==> src/rtl/pll_loop.sv <==
// PI loop filter for the VCXO: frequency acquisition followed by phase tracking.
// A four-stage pipeline turns each accepted PPS error sample into a saturated DAC word.
module pll_loop #(
  parameter int          DAC_W    = 16,
  parameter int          ACC_W    = 40,
  parameter int          KP_SHIFT = 4,
  parameter int          KI_SHIFT = 8,
  parameter int          KF_SHIFT = 2,
  parameter logic [31:0] FREQ_THR = 32'd4,
  parameter logic [31:0] LOCK_THR = 32'd8,
  parameter int          LOCK_CNT = 8
) (
  input  logic             clk,
  input  logic             rst_n,
  input  logic             pll_en,
  input  logic             gps_3dfix_d,
  input  logic             pll_trig,
  input  logic             pfd_status,
  input  logic [31:0]      pdiff_1pps,
  input  logic [31:0]      fdiff_1pps,
  output logic [DAC_W-1:0] dac_val,
  output logic             dac_stb,
  output logic [1:0]       pll_state,
  output logic             pll_locked,
  output logic             pll_sat
);

  typedef enum logic [1:0] {S_IDLE = 2'd0, S_FREQ = 2'd1, S_PHASE = 2'd2, S_HOLD = 2'd3} state_t;

  localparam logic [DAC_W-1:0] DAC_MID = {1'b1, {(DAC_W-1){1'b0}}};
  localparam logic [ACC_W-1:0] ACC_MAX = {1'b0, {(ACC_W-1){1'b1}}};
  localparam logic [ACC_W-1:0] ACC_MIN = {1'b1, {(ACC_W-1){1'b0}}};

  state_t            state_q, state_d;
  logic [7:0]        lock_q, lock_d;
  logic              v1_q, v2_q, v3_q;
  logic [31:0]       p1_q, f1_q;
  logic [ACC_W-1:0]  inc2_q, prop2_q, integ_q;
  logic [ACC_W:0]    ctl3_q;
  logic              isat3_q;
  logic [DAC_W-1:0]  dac_q;
  logic              stb_q, sat_q;

  logic              busy, accept, kill;
  logic [31:0]       pabs, fabs;
  logic              f_small, f_large, p_small;

  // Most negative input maps to the largest positive magnitude instead of wrapping.
  function automatic logic [31:0] abs32(input logic [31:0] x);
    if (!x[31])                  return x;
    else if (x == 32'h8000_0000) return 32'h7FFF_FFFF;
    else                         return -x;
  endfunction

  assign busy    = v1_q | v2_q | v3_q;
  assign accept  = pll_trig & pll_en & gps_3dfix_d & pfd_status & ~busy;
  assign kill    = ~pll_en | ~gps_3dfix_d;
  assign pabs    = abs32(p1_q);
  assign fabs    = abs32(f1_q);
  assign f_small = (fabs <= FREQ_THR);
  assign f_large = ({2'b00, fabs} > {FREQ_THR, 2'b00});
  assign p_small = (pabs <= LOCK_THR);

  always_ff @(posedge clk or negedge rst_n) begin
    if (!rst_n) begin
      state_q <= S_IDLE;
      lock_q  <= '0;
    end else begin
      state_q <= state_d;
      lock_q  <= lock_d;
    end
  end

  always_comb begin
    state_d = state_q;
    if (pll_en) begin
      if (state_q != S_IDLE && !gps_3dfix_d) begin
        state_d = S_HOLD;
      end else if (state_q == S_HOLD) begin
        state_d = S_FREQ;
      end else if (v1_q) begin
        case (state_q)
          S_IDLE:  state_d = S_FREQ;
          S_FREQ:  if (f_small) state_d = S_PHASE;
          S_PHASE: if (f_large) state_d = S_FREQ;
          default: state_d = state_q;
        endcase
      end
    end
  end

  always_comb begin
    pll_state  = state_q;
    pll_locked = (state_q == S_PHASE) && (lock_q >= 8'(LOCK_CNT));
  end

  // A dropped or rejected trigger breaks the run of consecutive in-lock samples.
  always_comb begin
    lock_d = lock_q;
    if (!gps_3dfix_d) begin
      lock_d = '0;
    end else if (pll_trig && !accept) begin
      lock_d = '0;
    end else if (v1_q && pll_en) begin
      if (state_q == S_PHASE && !f_large && p_small)
        lock_d = (lock_q == 8'hFF) ? lock_q : lock_q + 8'd1;
      else
        lock_d = '0;
    end
  end

  logic signed [ACC_W-1:0] p_ext, f_ext;
  logic [ACC_W-1:0]        inc_c, prop_c;

  always_comb begin
    p_ext  = {{(ACC_W-32){p1_q[31]}}, p1_q};
    f_ext  = {{(ACC_W-32){f1_q[31]}}, f1_q};
    inc_c  = '0;
    prop_c = '0;
    case (state_q)
      S_FREQ:  inc_c = f_ext <<< KF_SHIFT;
      S_PHASE: begin
        inc_c  = p_ext >>> KI_SHIFT;
        prop_c = p_ext >>> KP_SHIFT;
      end
      default: ;
    endcase
  end

  logic [ACC_W:0]   isum, ctl_c;
  logic             iovf;
  logic [ACC_W-1:0] integ_new;

  always_comb begin
    isum      = {inc2_q[ACC_W-1], inc2_q} + {integ_q[ACC_W-1], integ_q};
    iovf      = isum[ACC_W] ^ isum[ACC_W-1];
    integ_new = !iovf ? isum[ACC_W-1:0] : (isum[ACC_W] ? ACC_MIN : ACC_MAX);
    ctl_c     = {integ_new[ACC_W-1], integ_new} + {prop2_q[ACC_W-1], prop2_q};
  end

  logic [ACC_W+1:0] dfull;
  logic             dneg, dovr, dclip;
  logic [DAC_W-1:0] dac_c;

  always_comb begin
    dfull = {ctl3_q[ACC_W], ctl3_q} + {{(ACC_W+2-DAC_W){1'b0}}, DAC_MID};
    dneg  = dfull[ACC_W+1];
    dovr  = |dfull[ACC_W:DAC_W];
    dclip = dneg | dovr;
    dac_c = dneg ? '0 : (dovr ? '1 : dfull[DAC_W-1:0]);
  end

  // Kills stop before the integrator commits, so integ and dac_val never disagree.
  always_ff @(posedge clk or negedge rst_n) begin
    if (!rst_n) begin
      v1_q    <= 1'b0;
      v2_q    <= 1'b0;
      v3_q    <= 1'b0;
      p1_q    <= '0;
      f1_q    <= '0;
      inc2_q  <= '0;
      prop2_q <= '0;
      integ_q <= '0;
      ctl3_q  <= '0;
      isat3_q <= 1'b0;
      dac_q   <= DAC_MID;
      stb_q   <= 1'b0;
      sat_q   <= 1'b0;
    end else begin
      v1_q  <= accept;
      v2_q  <= v1_q & ~kill;
      v3_q  <= v2_q & ~kill;
      stb_q <= v3_q;
      if (accept) begin
        p1_q <= pdiff_1pps;
        f1_q <= fdiff_1pps;
      end
      if (v1_q) begin
        inc2_q  <= inc_c;
        prop2_q <= prop_c;
      end
      if (v2_q && !kill) begin
        integ_q <= integ_new;
        ctl3_q  <= ctl_c;
        isat3_q <= iovf;
      end
      if (v3_q) dac_q <= dac_c;
      if (accept)                          sat_q <= 1'b0;
      else if (v3_q && (isat3_q || dclip)) sat_q <= 1'b1;
    end
  end

  assign dac_val = dac_q;
  assign dac_stb = stb_q;
  assign pll_sat = sat_q;

endmodule

==> config.mk <==
export PLATFORM = sky130hd
export DESIGN_NAME = pll_loop
export DESIGN_NICKNAME = d
export VERILOG_FILES = /design/src/rtl/pll_loop.sv
export SDC_FILE = /design/constraint.sdc
export NUM_CORES = 1
export LEC_CHECK = 0
export CAP_MARGIN = 20
export CORE_ASPECT_RATIO = 0.8
export CORE_MARGIN = 5
export CORE_UTILIZATION = 25
export CTS_BUF_LIST = sky130_fd_sc_hd__clkbuf_4
export DETAILED_ROUTE_END_ITERATION = 8
export SYNTH_ARGS = -nofsm -noshare
export SYNTH_HDL_FRONTEND = slang
export SYNTH_SLANG_ARGS = --single-unit
==> constraint.sdc <==
create_clock -name clk -period 7.6 [get_ports clk]
set_clock_uncertainty 0.05 [all_clocks]
set_input_delay 1.52 -clock clk [delete_from_list [all_inputs] [get_ports clk]]
set_output_delay 1.52 -clock clk [all_outputs]
set_load 0.02 [all_outputs]
After elaboration in Yosys (flattened, before gate mapping)

Index checks and enable logic that the tools add are counted.

Reduce and logical (&&, ||, !) cells: 21
Add/sub/neg operators: 6
Multiplexer cells: 23
Bitwise logic cells: 15
Eq/ne operators: 10
Magnitude comparators: 4

Operators with widths:

| cell                                                            | number |
|---|---|
| 2-to-1 mux 32 bit                                               | 4 |
| 2-to-1 mux 40 bit                                               | 3 |
| adder 40 x 40 -> 41 bit                                         | 2 |
| case mux 40 bit (2 select lines)                                | 1 |
| == test 32 bit (second input constant)                          | 2 |
| negator 32 bit                                                  | 2 |
| adder 41 x 17 -> 42 bit (second input constant)                 | 1 |
| 2-to-1 mux 8 bit                                                | 5 |
| greater-than comparator 32 x 5 -> 1 bit (second input constant) | 1 |
| <= comparator 32 x 3 -> 1 bit (second input constant)           | 1 |
| <= comparator 32 x 4 -> 1 bit (second input constant)           | 1 |
| 2-to-1 mux 16 bit                                               | 2 |
| OR reduction 25 bit                                             | 1 |
| != test 4 bit (second input constant)                           | 3 |
| 2-to-1 mux 2 bit                                                | 5 |
| adder 8 x 1 -> 8 bit (second input constant)                    | 1 |
| == test 8 bit (second input constant)                           | 1 |
| >= comparator 8 x 4 -> 1 bit (second input constant)            | 1 |
| logical AND 1 bit                                               | 8 |
| AND 1 bit                                                       | 6 |
| case mux 2 bit (3 select lines)                                 | 1 |
| AND reduction 5 bit                                             | 1 |
| nonzero test 5 bit                                              | 1 |
| == test 2 bit (second input constant)                           | 2 |
| other kinds (12)                                                | 23 |

Bits of input ports: 70
Flip-flop bits (word level): 257
Output and inout port bits: 21
Logic and storage cells: 94

Logic depth before layout (Yosys ltp)

Gate-level depths: netlist of run 1.

Word-level depth: 11
Depth in mapped cells: 29
Mapped depth without buffers: 27

Worst setup path before layout of run 1

OpenSTA, ideal clock, no wires.

Path type: reg2reg
Start: register inc2_q[8]
End: register ctl3_q[39]
Clock period less this slack: 6,384 ps
Cell stages (with the launch flop): 29
Buffers on the path: 2
Data arrival time: 6,213 ps
Path slack: 1,216 ps
Library setup time: 121 ps
Required time: 7,429 ps
Cells stage by stage: dfrtp_1 ha_1 a21oi_1 nor2b_1 or4_1 o21ai_0 and3_1 a21o_1 a31oi_1 a31oi_1 mux2i_1 nand2b_1 ha_1 inv_1 or2_2 clkbuf_1 buf_2 o21ai_0 ha_1 o211ai_1 a21boi_0 nand4_1 a32o_1 o31a_1 o41ai_1 a31oi_1 o21ai_0 mux2i_1 nand2_1

Word-level cells in the longest chain between the ends: 4
Elaborated cells between the ends (all ways): 5
Those cells by class: 2 x add/sub; 2 x mux; 1 x bitwise

Ends and longest elaborated chain:

| what                    | line | text |
|---|---|---|
| from (decl)             | 38   | `logic [ACC_W-1:0] inc2_q, prop2_q, integ_q;` |
| from (signal assigned)  | 179  | `inc2_q <= inc_c;` |
| adder 40 x 40 -> 41 bit | 135  | `isum = {inc2_q[ACC_W-1], inc2_q} + {integ_q[ACC_W-1], integ_q};` |
| XOR 1 bit               | 136  | `iovf = isum[ACC_W] ^ isum[ACC_W-1];` |
| net iovf                | 131  | `logic iovf;` |
| 2-to-1 mux 40 bit       | 137  | `integ_new = !iovf ? isum[ACC_W-1:0] : (isum[ACC_W] ? ACC_MIN : ACC_MAX);` |
| net integ_new[4]        | 132  | `logic [ACC_W-1:0] integ_new;` |
| adder 40 x 40 -> 41 bit | 138  | `ctl_c = {integ_new[ACC_W-1], integ_new} + {prop2_q[ACC_W-1], prop2_q};` |
| to (signal assigned)    | 184  | `ctl3_q <= ctl_c;` |
| to (decl)               | 39   | `logic [ACC_W:0] ctl3_q;` |

The timed path passes the listed nets, and every way through them passes these cells.
A chain may end at the register's enable or synchronous reset.

Worst setup path after layout of run 1

Same ends and word-level chain as after synthesis.

==> results of run 1 <==
power breakdown:
part           internal, W  switching (W)  total, W
sequential         0.00138       0.000244   0.00163
combinational     0.000502       0.000841   0.00134
clock             0.000547       0.000546   0.00109
total              0.00243        0.00163   0.00406
worst reg2reg max path, stage by stage, from the launching register on:
cell and delay (ns):
dfrtp_1 0.40, ha_1 0.39, a21oi_1 0.22, nor2b_1 0.08
or4_1 0.50, o21ai_0 0.20, and3_1 0.27, a21o_1 0.17
a31oi_1 0.16, a31oi_1 0.24, mux2i_1 0.24, nand2b_1 0.14
ha_1 0.25, inv_1 0.12, or2_4 0.28, o21ai_0 0.31
ha_1 0.48, a21oi_1 0.09, o21ai_0 0.23, a22oi_1 0.12
a32o_1 0.31, o31a_1 0.36, o41ai_1 0.30, buf_4 0.20
a31oi_1 0.14, o21ai_0 0.30, mux2i_1 0.23, nand2_1 0.07
area by class of cell:
type	count	area [um^2]	share of cell area (%)
Timing Repair Buffer	104	1055	5.681
Clock inverter	14	85.08	0.4583
Antenna cell	2	5.005	0.02696
Sequential cell	237	5933	31.96
Inverter	114	427.9	2.305
Multi-Input combinational cell	1461	9350	50.36
Clock buffer	86	645.6	3.478
Tap cell	850	1064	5.729
registers in the layout, summed over array words and instances, names as in the netlist:
name,cells
p1_q,32
isat3_q,1
inc2_q,34
v2_q,1
pll_state,2
integ_q,40
dac_val,16
dac_stb,1
prop2_q,26
lock_q,8
v1_q,1
pll_sat,1
ctl3_q,41
f1_q,32
v3_q,1
synth_stat cells (5+ instances only):
library cell  count
xor2_1           41
o31ai_1          14
o211ai_1         26
buf_1             5
o21bai_1         12
nor3_1           38
a211oi_1         10
o21a_1            7
a21o_1           40
and2_1           12
mux2_2           48
nor4_1           19
a31oi_1          27
nand4_1          26
a21boi_0          7
nor2_1           85
inv_1           113
or4_1            10
o21ai_0         188
nand2b_1         24
or2_2             8
buf_4             6
a41oi_1           7
nor4_4            6
o22ai_1          38
a22oi_1          28
nand2_1         294
nand3_1          70
or3_1             8
xnor2_1          40
clkbuf_1         99
and3_1           22
dfrtp_1         236
nor2b_1          17
a21oi_1         100
ha_1             93
mux2i_1           6
routing by layer:
metal	share of wire, %	track usage [%]	vias to the layer above
met5	0.014	0	-
met2	39	18.52	504
met1	51	21.33	7054
met4	1.8	3.210	2
met3	7.5	2.915	81
li1	-	-	7042
repair_timing:
item                                    4_1_cts  5_1_grt
hold endpoints to repair                      0        0
gates resized for setup                       0        2
buffers inserted                              0        0
endpoints found under the setup margin        0        1
final timing paths:
path / cells after the start / endpoint / startpoint
max: 27 / ctl3_q[39] / inc2_q[8]
min: 2 / dac_val[15] / dac_val[15]
max reg2reg: 27 / ctl3_q[39] / inc2_q[8]
min reg2reg: 2 / dac_val[15] / dac_val[15]
max in group asynchronous: 2 / inc2_q[3] / rst_n
min in group asynchronous: 1 / integ_q[6] / rst_n
cells by family (layout without fill, tap and decap cells):
group                      Yosys count  count (layout)
and+or+nand+nor                    670             670
AOI/OAI and AO/OA                  560             560
DFF                                237             237
buffers and inverters              228             318
adders and majority gates           95              95
xor gates and xnor gates            81              81
muxes                               55              55
other                                0               2
stage by stage:
stage,std cells,util [%]
after global routing,2868,28.93
final,2868,28.93
after floorplan,1926,-
after global placement,2763,27.69
after detailed placement,2763,27.69
after CTS,2863,28.83
cells in the final DEF (no fill, tap or decap), drive strengths merged, types with 26 or more instances in the layout:
| cell | count |
|---|---|
| nand2 | 294 |
| dfrtp | 236 |
| o21ai | 193 |
| inv | 115 |
| a21oi | 101 |
| ha | 93 |
| clkdlybuf4s50 | 89 |
| clkbuf | 86 |
| nor2 | 85 |
| nand3 | 70 |
| mux2 | 49 |
| xor2 | 41 |
| xnor2 | 40 |
| a21o | 40 |
| nor3 | 39 |
| o22ai | 38 |
| a22oi | 28 |
| a31oi | 27 |
| nand4 | 27 |
| o211ai | 26 |
| nor4 | 26 |
==> flow_summary_export.csv, run 1 <==
group,metric,value,unit
timing,setup_tns,0,ns
critical_path,cpMostUsedCell,"o21ai_0",
floorplan,boundaryPins,91,
critical_path,critical-path-slowest-cell,"or4_1",
clock_tree,htreeDepth,2,
timing,hold_viol_final,0,
synth,syn-cell-area,16170,um^2
final_layout,layout-drive-gt1-share,9.673,%
synth,synth_top_family_by_area,"compound AO/OA/AOI/OAI gates",
timing,slew_viol_final,0,
routing,via_per_inst,5.120,
synth,synth_sequential_area_ratio,36.68,%
floorplan,initial_core_util,25.20,%
critical_path,startpoint_type,"register",
timing,max_freq,143.1,MHz
final_layout,fin_nets,2142,
clock_tree,clkTransAtPathRegs,0.08,ns
timing,slew_headroom,29.63,%
routing,drt_pass1_iterations,6,
final_layout,syn_to_final_growth,14.81,%
floorplan,die_h,237.5,um
grt,antenna_found_initial,2,
routing,post-route-drc-count,0,
grt,grt_overflow,0,
critical_path,critPathCaptureType,"register",
clock_tree,cts_made_buffers,59,
clock_tree,clock_latency,0.77,ns
final_layout,finalInstanceArea,18570,um^2
floorplan,die_x,294.3,um
grt,grt_use_total,13.52,%
synth,synth_edf_count,0,
timing,fin_crit_sh,91.95,%
synth,synth-seq-cells,237,
synth,synthTopCellsByArea,"dfrtp_1, ha_1, nand2_1",
synth,synth_xor_area_share,4.387,%
synth,synth.distinct_cells,84,
critical_path,critical_path_class,"register to register",
power_and_ir_drop,p_leak,8.159,nW
synth,synthSimpleGateAreaFrac,20.54,%
power_and_ir_drop,p_per_area,218.8,nW/um^2
power_and_ir_drop,max-vdd-ir-drop,0.0001036,V
clock_tree,cts_tree,"done",
synth,syn-num-nets,2091,
routing,ant_nets,0,
floorplan,rows,83,
synth,synthMuxAreaShare,3.807,%
synth,yosys.area.top_type_share,36.52,%
synth,synthCells,1926,
critical_path,crit_required,8.19,ns
grt,first_global_vias,14020,
synth,postSynthAreaPerCell,8.396,um^2
clock_tree,hold_buffers,0,
job,maxCapViolations,0,
critical_path,path_delay_family,"compound AO/OA/AOI/OAI gates",
placed_design,place.gp.congestion,0.9075,
final_layout,fillers,6860,
synth,synthAdderAreaFrac,7.444,%
synth,yosysTopAreaCell,"dfrtp_1",
placed_design,post-place-ws,0.6594,ns
outcome,outcome,"finished, final reports clean",
clock_tree,clock-sinks,237,
synth,synthArstFlopShare,100.0,%
grt,grt_max_degree,132,
timing,setup_viol,0,
power_and_ir_drop,power.total,0.004062,W
timing,rsz0062_at_grt,"no",
critical_path,path_max_fanout,22,
routing,dr.first_iter.drc_count,1645,
routing,vias,14680,
synth,ys_warn_count,0,
routing,wl_per_cell,17.00,um
floorplan,core-area,64180,um^2
timing,worst_pin_slew,1.054,ns
routing,routed_wl,48770,um
grt,grt_first_pass_wirelength,77850,um
placed_design,dpl.hpwl,35900,um
critical_path,path_buf_inv,2,
synth,synth_flop_cell,"dfrtp_1",
timing,fin_crit,6.988,ns
placed_design,portBuffers,90,
placed_design,dpl_cell_area,17770,um^2
critical_path,r2r_slack,0.61,ns
critical_path,max_stage_delay,0.50,ns
clock_tree,clockBufferDepth,3,
synth,synth_compound_area_share,21.60,%
floorplan,die_area,69900,um^2
timing,hold_slack,0.4270,ns
timing,fin_ws,0.6119,ns
critical_path,cp.arrival,7.58,ns
clock_tree,ctsRootBufferMaster,"clkbuf_4",
hold_path,hold_path_class,"register to register",
No activity file was read; power rests on OpenSTA's default activity.
==> run 2: changes to the inputs <==
--- a/config.mk
+++ b/config.mk
@@ -11,6 +11,7 @@
 export CORE_UTILIZATION = 25
 export CTS_BUF_LIST = sky130_fd_sc_hd__clkbuf_4
 export DETAILED_ROUTE_END_ITERATION = 8
+export SLEW_MARGIN = 20
 export SYNTH_ARGS = -nofsm -noshare
 export SYNTH_HDL_FRONTEND = slang
 export SYNTH_SLANG_ARGS = --single-unit
==> constraint.sdc (replaced) <==
create_clock -name clk -period 8.8 [get_ports clk]
set_clock_uncertainty 0.05 [all_clocks]
set_input_delay 1.76 -clock clk [delete_from_list [all_inputs] [get_ports clk]]
set_output_delay 1.76 -clock clk [all_outputs]
set_load 0.02 [all_outputs]
==> run 2 against run 1 <==
Effect of this change:
- wire length rose by 0.59%
- final area decreased by 0.30%
- sequential share of layout area increased by 0.10 points
- flip-flop and latch count unchanged
- critical endpoint unchanged
- global-route usage grew 0.065 points
- power down 14%
- combinational power down 15%
- clock-buffer cell count decreased by 4
- register-to-register slack improved by 0.71 ns
- first-iteration DRC count shrank 13%
- worst setup slack better by 0.71 ns
- hold slack improved by 0.0072 ns
==> flow_summary_export.csv, run 2 (same netlist as run 1, synthesis figures left out) <==
group,metric,value,unit
placed_design,portBuffers,90,
clock_tree,cts_resized,0,
routing,drt_pass1_iterations,7,
routing,post-route-drc-count,0,
floorplan,die_h,237.5,um
power_and_ir_drop,p_leak,8.130,nW
final_layout,finalInstanceArea,18510,um^2
placed_design,dpl_cell_area,17760,um^2
final_layout,syn_to_final_growth,14.46,%
final_layout,reg_top3,"ctl3_q (41), integ_q (40), inc2_q (34)",
grt,antenna_found_initial,2,
hold_path,hold_depth,2,
critical_path,crit_required,9.41,ns
clock_tree,htreeDepth,2,
placed_design,place_inst,2761,
timing,slew_headroom,30.33,%
floorplan,initial_core_util,25.20,%
timing,slew_viol_final,0,
critical_path,critPathCaptureType,"register",
timing,hold_viol_final,0,
timing,fin_crit_sh,85.02,%
grt,grt_use_total,13.58,%
timing,setup_viol,0,
routing,vias,14600,
clock_tree,clockBufferDepth,3,
power_and_ir_drop,switching_share,40.68,%
final_layout,layout-drive-gt1-share,9.514,%
critical_path,startpoint_type,"register",
routing,wl_per_cell,17.09,um
hold_path,hold_path_class,"register to register",
critical_path,critical_path.startpoint,"inc2_q[8]",
timing,rsz0062_at_grt,"no",
final_layout,final_common_cell,"nand2_1",
grt,grt_overflow,0,
final_layout,layoutNonFillerInstCount,2870,
final_layout,fin_nets,2137,
power_and_ir_drop,p_clk_share,27.2,%
floorplan,core-area,64180,um^2
clock_tree,cts_setup_buffers,0,
routing,dr.first_iter.drc_count,1435,
clock_tree,cts_tree,"done",
routing,routed_wl,49050,um
hold_path,hp-start,"dac_val[15]",
floorplan,die_x,294.3,um
critical_path,r2r_slack,1.32,ns
power_and_ir_drop,power_switching,0.001423,W
final_layout,post-route-util,28.84,%
critical_path,reg2reg_depth,26,
job,maxCapViolations,0,
grt,grt_max_degree,145,
timing,worst_pin_slew,1.045,ns
clock_tree,clock_latency,0.78,ns
power_and_ir_drop,max-vdd-ir-drop,0.0001021,V
clock_tree,clock-sinks,237,
power_and_ir_drop,comb_power_share,32.7,%
power_and_ir_drop,p_int,0.002076,W
final_layout,layout_common_cells,"nand2_1, dfrtp_1, o21ai_0",
placed_design,dpl.hpwl,36140,um
routing,via_per_inst,5.085,
final_layout,largest-register,"ctl3_q",
final_layout,largest_register_ffs,41,
clock_tree,hold_buffers,0,
floorplan,boundaryPins,91,
routing,ant_nets,0,
power_and_ir_drop,p_seq_share,40.2,%
floorplan,die_area,69900,um^2
timing,max_freq,133.7,MHz
clock_tree,clkTransAtPathRegs,0.08,ns
placed_design,place.gp.congestion,0.8995,
clock_tree,cts_made_buffers,59,
outcome,outcome,"finished, final reports clean",
power_and_ir_drop,p_per_area,189.1,nW/um^2
clock_tree,ctsRootBufferMaster,"clkbuf_4",
timing,fin_crit,7.481,ns
grt,grt_first_pass_wirelength,77950,um
timing,setup_tns,0,ns
critical_path,path_max_fanout,35,
grt,first_global_vias,13990,
critical_path,crit-reg2reg-launch,"inc2_q[8]",
critical_path,cp.arrival,8.09,ns
critical_path,critical_path_class,"register to register",
floorplan,rows,83,
[run 2: final timing paths]
path	endpoint
setup / recovery	ctl3_q[39]
max in group asynchronous	f1_q[15]
hold reg to reg	dac_val[15]
hold / removal	dac_val[15]
setup reg to reg	ctl3_q[39]
min in group asynchronous	dac_val[0]
[run 2: layout make-up]
type	count	area (um^2)
antenna	2	5.005
clock buffer	82	615.6
clock inverter	25	126.4
fill	6851	45670
inverter	114	427.9
multi-input combinational	1461	9350
sequential	237	5934
tap	850	1064
timing repair buffer	99	985.9
[run 2: power by group through the flow]
stage          Sequential [W]  Clock, W  Combinational, W
5_1_grt               0.00142   0.00105           0.00127
6_report              0.00141  0.000952           0.00114
3_5_place_dp          0.00142         0           0.00113
3_3_place_gp          0.00141         0           0.00110
2_1_floorplan         0.00130         0          0.000849
4_1_cts               0.00140  0.000988           0.00113
[run 2: metrics by stage]
step | hold WS, ns | worst slack, ns | total power (W)
detailed placement | 0.4198 | 1.322 | 0.002544
global route | 0.4789 | 0.7184 | 0.003731
floorplan | 0.3019 | 2.416 | 0.002149
CTS | 0.4360 | 1.351 | 0.003519
finish | 0.4342 | 1.319 | 0.003500
global placement | 0.4171 | 1.551 | 0.002516
[run 2: per-layer routing]
metal / up-vias / global-route usage (%) / routed length, um
li1: 7046 / - / -
met1: 6973 / 21.58 / 25290
met2: 490 / 18.47 / 19170
met3: 86 / 2.756 / 3570
met4: 0 / 3.395 / 1025
met5: - / 0 / 0
[run 2: worst max-delay path: stages (launching register included)]
cell	delay (ns)
dfrtp_1	0.38
ha_1	0.38
a21oi_1	0.22
nor2b_1	0.08
or4_1	0.49
o21ai_0	0.23
and3_1	0.27
a21o_1	0.17
a31oi_1	0.14
a31oi_1	0.27
mux2i_1	0.25
nand2b_1	0.13
ha_1	0.24
inv_1	0.10
or2_2	0.50
o21ai_0	0.27
ha_1	0.42
o211ai_1	0.18
a21boi_0	0.26
nand4_1	0.16
a32o_1	0.29
o31a_1	0.36
o41ai_1	0.68
a31oi_1	0.29
o21ai_0	0.29
mux2i_1	0.21
nand2_1	0.07
==> run 3: changes to the inputs <==
--- a/config.mk
+++ b/config.mk
@@ -6,7 +6,7 @@
 export NUM_CORES = 1
 export LEC_CHECK = 0
 export CAP_MARGIN = 20
-export CORE_ASPECT_RATIO = 0.8
+export CORE_ASPECT_RATIO = 0.9
 export CORE_MARGIN = 5
 export CORE_UTILIZATION = 25
 export CTS_BUF_LIST = sky130_fd_sc_hd__clkbuf_4
==> run 3 against run 2 <==
Effect of this change:
- clock-buffer cell count up 9
- fmax down 2.5%
- clock power about the same
- register-to-register slack worse by 0.19 ns
- cell count up 0.21%
- via count about the same
- critical path depth unchanged
- non-clock buffer count up 1
- power down 0.51%
- worst setup slack worse by 0.19 ns
- critical endpoint unchanged
- largest cell class unchanged
- largest power group unchanged
==> flow_summary_export.csv, run 3 (same netlist as run 1, synthesis figures left out) <==
group,metric,value,unit
power_and_ir_drop,p_int,0.002088,W
final_layout,layout-drive-gt1-share,9.851,%
final_layout,largest-register,"ctl3_q",
critical_path,critical-path-slowest-cell,"o41ai_1",
placed_design,place.gp.congestion,0.8854,
power_and_ir_drop,comb_power_share,32.6,%
routing,wl_per_cell,16.79,um
final_layout,reg_top3,"ctl3_q (41), integ_q (40), inc2_q (34)",
power_and_ir_drop,power_switching,0.001394,W
final_layout,finalInstanceArea,18540,um^2
clock_tree,clockBufferDepth,3,
floorplan,die_area,69880,um^2
timing,rsz0062_at_grt,"no",
final_layout,final_common_cell,"nand2_1",
floorplan,core-area,64080,um^2
timing,fin_crit,7.672,ns
grt,first_global_vias,14230,
outcome,outcome,"finished, final reports clean",
placed_design,dpl_cell_area,17780,um^2
clock_tree,cts_setup_buffers,0,
power_and_ir_drop,p_clk_share,27.3,%
placed_design,post-place-ws,1.291,ns
timing,setup_viol,0,
floorplan,die_h,251.3,um
routing,via_per_inst,5.073,
timing,fin_crit_sh,87.18,%
timing,slew_headroom,30.38,%
clock_tree,cts_tree,"done",
routing,routed_wl,48300,um
timing,hold_slack,0.4167,ns
grt,grt_max_degree,129,
floorplan,die_x,278.1,um
clock_tree,htreeDepth,2,
floorplan,initial_core_util,25.23,%
job,maxCapViolations,0,
grt,antenna_found_initial,1,
timing,fin_ws,1.128,ns
floorplan,rows,88,
final_layout,multi_input_area,9356,um^2
timing,max_freq,130.3,MHz
grt,grt_overflow,0,
power_and_ir_drop,p_per_area,187.8,nW/um^2
power_and_ir_drop,p_seq_share,40.1,%
routing,post-route-drc-count,0,
routing,vias,14590,
clock_tree,clock-sinks,237,
final_layout,regArea,5933,um^2
critical_path,critical_path_class,"register to register",
critical_path,startpoint_type,"register",
critical_path,path_delay_family,"compound AO/OA/AOI/OAI gates",
placed_design,portBuffers,90,
final_layout,layout_common_cells,"nand2_1, dfrtp_1, o21ai_0",
critical_path,path_buf_inv,1,
power_and_ir_drop,max-vdd-ir-drop,0.00009351,V
clock_tree,ctsRootBufferMaster,"clkbuf_4",
timing,hold_viol_final,0,
grt,grt_first_pass_wirelength,78410,um
clock_tree,clkTransAtPathRegs,0.07,ns
timing,slew_viol_final,0,
routing,drt_pass1_iterations,5,
grt,grt_use_total,13.44,%
hold_path,hold_path_class,"register to register",
placed_design,dpl.hpwl,35110,um
clock_tree,hold_buffers,0,
floorplan,boundaryPins,91,
critical_path,crit_required,9.39,ns
power_and_ir_drop,switching_share,40.02,%
routing,dr.first_iter.drc_count,1324,
final_layout,largest_register_ffs,41,
critical_path,max_stage_delay,0.72,ns
final_layout,fillers,6882,
clock_tree,cts_resized,0,
power_and_ir_drop,power.total,0.003482,W
critical_path,critPathCaptureType,"register",
timing,setup_tns,0,ns
routing,ant_nets,0,
final_layout,fin_nets,2140,
power_and_ir_drop,p_leak,8.146,nW
critical_path,path_max_fanout,35,
timing,worst_pin_slew,1.044,ns
critical_path,cp.arrival,8.26,ns
clock_tree,clock_latency,0.77,ns
final_layout,syn_to_final_growth,14.66,%
clock_tree,cts_made_buffers,61,
-- run 3: changes by cell type in the layout (fill, tap and decap cells not counted), sizes merged --
cell,change
diode,-1
clkinv,-7
clkbuf,+9
buf,+1
bufinv,-1
-- run 3: power by group through the flow --
stage / combinational [W] / clock (W) / sequential, W
after floorplan: 0.000849 / 0 / 0.00130
after global placement: 0.00110 / 0 / 0.00141
after detailed placement: 0.00112 / 0 / 0.00141
after CTS: 0.00113 / 0.000989 / 0.00139
after global routing: 0.00126 / 0.00105 / 0.00141
final: 0.00114 / 0.000949 / 0.00140
-- run 3: final timing paths --
check	slack, ns	start	to	cells past startpoint
worst max-delay path	1.13	inc2_q[8]	ctl3_q[39]	26
worst min-delay path	0.42	dac_val[15]	dac_val[15]	2
worst max register to register	1.13	inc2_q[8]	ctl3_q[39]	26
min in group asynchronous	1.06	rst_n	dac_val[6]	1
max in group asynchronous	6.45	rst_n	f1_q[21]	2
worst min register to register	0.42	dac_val[15]	dac_val[15]	2
-- run 3: worst min-delay path, stage by stage, from the launching register on --
cell     delay (ns)
dfstp_2        0.37
inv_1          0.04
o21ai_0        0.06
-- run 3: per-stage QoR --
stage / std cells / util (%)
2_1_floorplan: 1926 / -
3_3_place_gp: 2767 / 27.74
3_5_place_dp: 2767 / 27.74
4_1_cts: 2875 / 28.92
5_1_grt: 2876 / 28.93
6_report: 2876 / 28.93
-- run 3: metal layers --
metal	GRT usage [%]	vias to the layer above	wire, um
li1	-	7057	-
met1	20.83	6976	24580
met2	18.94	482	19560
met3	2.451	76	3074
met4	3.758	0	1086
met5	0.2024	-	0
-- run 3: area by class of cell --
| type | count | share of cell area [%] |
|---|---|---|
| inverter | 114 | 2.308 |
| clock inverter | 17 | 0.4049 |
| timing repair buffer | 100 | 5.358 |
| sequential | 237 | 32.00 |
| antenna | 1 | 0.01350 |
| multi-input combinational | 1461 | 50.46 |
| clock buffer | 91 | 3.684 |
| tap | 855 | 5.770 |
